### src/rtl/mem_io_responder.sv
// Load/store responder: services core memory strobes through a 1-cycle BRAM port,
// and I/O strobes from local LED, 7-segment and debounced-switch registers.
module mem_io_responder #(
  parameter int unsigned DMEM_AW         = 14,
  parameter logic [19:0] DEBOUNCE_CYCLES = 20'd500000,
  parameter logic [7:0]  LED_OFS         = 8'h60,
  parameter logic [7:0]  SW_OFS          = 8'h70,
  parameter logic [7:0]  SEG_OFS         = 8'h80
) (
  input  logic               clk,
  input  logic               rst,
  input  logic [31:0]        addr,
  input  logic [31:0]        wdata,
  input  logic               mem_read,
  input  logic               mem_write,
  input  logic               io_read,
  input  logic               io_write,
  output logic [31:0]        rdata,
  output logic               busy,
  output logic [DMEM_AW-1:0] dmem_addr,
  output logic [31:0]        dmem_wdata,
  output logic               dmem_we,
  input  logic [31:0]        dmem_rdata,
  input  logic [15:0]        switch_in,
  output logic [15:0]        led_out,
  output logic [31:0]        seg_value
);

  typedef enum logic {IDLE, LOAD_WAIT} state_t;

  localparam logic [19:0] DB_LAST = DEBOUNCE_CYCLES - 20'd1;

  state_t      state_q, state_d;
  logic [15:0] led_q, led_d;
  logic [31:0] seg_q, seg_d;
  logic [15:0] sync1_q, sync2_q;
  logic [15:0] deb_q, deb_d;
  logic [19:0] cnt_q, cnt_d;

  logic [7:0]  ofs;
  logic        idle;
  logic        do_iwr, do_ird, do_mwr, do_mrd;
  logic        unused_addr_bits;

  assign ofs  = addr[7:0];
  assign unused_addr_bits = ^{addr[31:DMEM_AW+2], addr[1:0]};

  // Priority decode: io_write > io_read > mem_write > mem_read, only when idle.
  assign idle   = (state_q == IDLE) & ~rst;
  assign do_iwr = idle & io_write;
  assign do_ird = idle & io_read & ~io_write;
  assign do_mwr = idle & mem_write & ~io_write & ~io_read;
  assign do_mrd = idle & mem_read & ~mem_write & ~io_write & ~io_read;

  assign dmem_addr  = addr[DMEM_AW+1:2];
  assign dmem_wdata = wdata;
  assign dmem_we    = do_mwr;
  assign busy       = do_mrd;
  assign led_out    = led_q;
  assign seg_value  = seg_q;

  always_comb begin
    rdata = '0;
    if (!rst && state_q == LOAD_WAIT) begin
      rdata = dmem_rdata;
    end else if (do_ird) begin
      if (ofs == SW_OFS)       rdata = {16'h0, deb_q};
      else if (ofs == LED_OFS) rdata = {16'h0, led_q};
      else if (ofs == SEG_OFS) rdata = seg_q;
    end
  end

  always_comb begin
    state_d = do_mrd ? LOAD_WAIT : IDLE;
    led_d   = led_q;
    seg_d   = seg_q;
    if (do_iwr) begin
      if (ofs == LED_OFS)      led_d = wdata[15:0];
      else if (ofs == SEG_OFS) seg_d = wdata;
    end
  end

  // A synced value about to change (sync1 != sync2) restarts the stability count.
  always_comb begin
    deb_d = deb_q;
    cnt_d = cnt_q;
    if (sync2_q == deb_q || sync1_q != sync2_q) begin
      cnt_d = '0;
    end else if (cnt_q == DB_LAST) begin
      deb_d = sync2_q;
      cnt_d = '0;
    end else begin
      cnt_d = cnt_q + 20'd1;
    end
  end

  always_ff @(posedge clk or posedge rst) begin
    if (rst) begin
      state_q <= IDLE;
      led_q   <= '0;
      seg_q   <= '0;
      sync1_q <= '0;
      sync2_q <= '0;
      deb_q   <= '0;
      cnt_q   <= '0;
    end else begin
      state_q <= state_d;
      led_q   <= led_d;
      seg_q   <= seg_d;
      sync1_q <= switch_in;
      sync2_q <= sync1_q;
      deb_q   <= deb_d;
      cnt_q   <= cnt_d;
    end
  end

endmodule

### config.mk
export PLATFORM = sky130hd
export DESIGN_NAME = mem_io_responder
export DESIGN_NICKNAME = d
export VERILOG_FILES = /design/src/rtl/mem_io_responder.sv
export SDC_FILE = /design/constraint.sdc
export NUM_CORES = 1
export LEC_CHECK = 0
export ABC_AREA = 1
export CORE_MARGIN = 3
export CORE_UTILIZATION = 44
export DETAILED_ROUTE_END_ITERATION = 8
export GPL_ROUTABILITY_DRIVEN = 0
export PLACE_DENSITY = 0.93
export SYNTH_ARGS = -nofsm -noshare
export SYNTH_HDL_FRONTEND = slang
export SYNTH_SLANG_ARGS = --single-unit
### constraint.sdc
create_clock -name clk -period 6 [get_ports clk]
set_clock_uncertainty 0.05 [all_clocks]
set_input_delay 0.9 -clock clk [delete_from_list [all_inputs] [get_ports clk]]
set_output_delay 0.9 -clock clk [all_outputs]
set_load 0.02 [all_outputs]
==> out/results.ini <==
[floorplanning]
start_util_pct = 45.89
die_h_um = 124.7
core_mm2 = 0.01351
placementRows = 42
design.portCount = 246
die_area_mm2 = 0.01555
die_w_um = 124.7

[finish]
stdcell_area_mm2 = 0.008621
instances_no_fill = 1116
n_fill_cell = 1005
area.growth.synth_to_final_pct = 39.11
final_cell_mix = nand2_1 (266), clkdlybuf4s50_1 (213), dfrtp_1 (117)
final_common_cell = nand2_1
fin_nets = 1047
diodes = 0
drive_gt1_share_pct = 6.809

[worst_setup_path]
r2r_slack_ps = 3150
worstSetupPathType = primary input to output pin
start_kind = primary input
crit_path_max_fanout = 17
cp.arrival_ps = 3880
timing.rr.start = state_q$_DFF_PP0_
worst-r2r-cell-count = 6
required_ps = 5050
critPathLaunch = addr[4]
endpoint_kind = output pin
crit_end = rdata[3]
reg2reg_to = seg_value[3]$_DFFE_PP0P_

[logic_synthesis]
synthCells = 772
syn_area_per_cell_um2 = 8.027
ys.warnings.count = 0
synth_area_mm2 = 0.006197
ys_seq_area_share_pct = 47.24
syn_nets = 891
ys_types = 31
async_reset_ff_share_pct = 100.0
yosys_register_bits = 117
synth-main-ff-cell = dfrtp_1
synth_edf_count = 0

[placement]
dp_hpwl_um = 13900
dp.cells = 1085
io_buffers = 213
place_ws_ps = 1283
place_area_mm2 = 0.008056

[timing]
setup_viol = 0
setup_ws_ps = 1171
rsz0062_at_grt = false
finalMaxSlewViolations = 0
worst_pin_slew_ps = 1192
relSlewSlack_pct = 20.35
finalCritPeriodShare_pct = 80.49
min_period_ps = 4829
fmax_ghz = 0.2071
tns_ps = 0
final-hold-violation-count = 0

[global_route]
grt_overflow_total = 0
grt_pass1_wl_um = 31460
grt_pass1_vias = 5924
grt_max_degree = 74
track_usage_pct = 25.42
antenna_found_initial = 1

[clock_tree]
clkTransAtPathRegs_ps = 50
postCtsHoldBufs = 0
cts_resized = 0
cts.path.max_buffers = 2
insertion_delay_ps = 410
root_buffer = clkbuf_16
clkSinkCount = 117
h-tree-depth = 4
cts_tree = done
post_cts_buffers = 0
cts_made_buffers = 17

[power]
p_total_uw = 2028
p_leak_uw = 0.004059
power_density_mw_per_mm2 = 235.3
ir_drop_uv = 190.9

[detailed_routing]
remaining_drc_errors = 0
via_per_inst = 5.499
first_iter_violations = 667
drt-total-wl_um = 19930
ant_nets = 0
wire_per_inst_um = 17.86
dr_total_vias = 6137
drtPass1Iterations = 5

[run]
maxCapViolCount = 0

[min_path]
hold_path_class = flip-flop to flip-flop

[run_status]
status = finished, final reports clean

## critical path: stages
cell	delay, ps
clkdlybuf4s50_1	610
inv_2	220
nor2_1	940
nand3_1	190
nand3_1	230
nand2_1	90
nand2_1	90
clkdlybuf4s50_1	610
## cell type report
| type | count | area [um2] | area share (%) |
|---|---|---|---|
| clock inverter | 12 | 131.4 | 1.524 |
| clock buffer | 19 | 432.9 | 5.022 |
| multi-input combinational | 526 | 2564 | 29.74 |
| timing repair buffer | 216 | 2155 | 24.99 |
| inverter | 50 | 190.2 | 2.206 |
| tap | 176 | 220.2 | 2.554 |
| sequential | 117 | 2928 | 33.96 |
## cell usage after synthesis (3+ instances only)
master / instances / share of area, %
nand3_1: 102 / 8.2
inv_1: 45 / 2.7
clkbuf_1: 14 / 0.85
nand2_1: 266 / 16
o21ai_0: 3 / 0.24
buf_2: 11 / 0.89
xor2_1: 7 / 0.99
a21oi_1: 4 / 0.32
inv_2: 5 / 0.30
nor2_2: 4 / 0.40
nand4_1: 28 / 2.8
xnor2_1: 17 / 2.4
dfrtp_1: 117 / 47
buf_6: 3 / 0.55
mux2_2: 6 / 1.1
nor2_1: 57 / 3.5
nor2_4: 3 / 0.55
buf_4: 51 / 6.2
nor3_2: 4 / 0.65
mux2_1: 10 / 1.8
## sequential cells by signal (all words and copies together), names as in the netlist
signal	flops
led_out	16
cnt_q	20
deb_q	16
seg_value	32
sync1_q	16
state_q	1
sync2_q	16
## power breakdown
part           switching (uW)  total, uW  internal [uW]  leakage, uW
Sequential               20.6        830            809      0.00156
Combinational             105        215            110      0.00224
Clock                     375        984            608     0.000266
Total                     501       2030           1530      0.00406
## metrics by stage
step	util, %	hold slack, ps
floorplan	-	322.7
global placement	59.65	326.7
detailed placement	59.65	334.7
CTS	63.83	351.3
global route	63.83	366.3
finish	63.83	344.3
## worst min-delay path by stage
stage | endpoint | from | slack, ps | depth (start not counted)
finish | sync2_q[1]$_DFF_PP0_ | sync1_q[1]$_DFF_PP0_ | 340 | 0
CTS | sync2_q[1]$_DFF_PP0_ | sync1_q[1]$_DFF_PP0_ | 350 | 0
floorplan | sync2_q[0]$_DFF_PP0_ | sync1_q[0]$_DFF_PP0_ | 320 | 0
global route | sync2_q[14]$_DFF_PP0_ | sync1_q[14]$_DFF_PP0_ | 370 | 0
detailed placement | sync2_q[11]$_DFF_PP0_ | sync1_q[11]$_DFF_PP0_ | 330 | 0
global placement | sync2_q[14]$_DFF_PP0_ | sync1_q[14]$_DFF_PP0_ | 330 | 0
## per-layer routing
layer | share of wire, % | track usage, % | routed length (um) | vias to the layer above
li1 | - | - | - | 2746
met1 | 36 | 30.61 | 7247 | 2925
met2 | 51 | 42.53 | 10190 | 389
met3 | 8.7 | 6.904 | 1730 | 75
met4 | 3.8 | 11.54 | 749 | 2
met5 | 0.060 | 0 | 12 | -
## kinds of logic (layout without fill, tap and decap cells)
family | after synthesis | in the layout | share of synthesized area [%]
adders and majority gates | 1 | 1 | 0.2019
xor gates and xnor gates | 24 | 24 | 3.392
and+or+nand+nor | 475 | 475 | 33.86
muxes | 16 | 16 | 2.907
DFF | 117 | 117 | 47.24
buffers and inverters | 129 | 297 | 11.49
AOI/OAI and AO/OA | 10 | 10 | 0.9085
(Power assumes the default switching activity.)
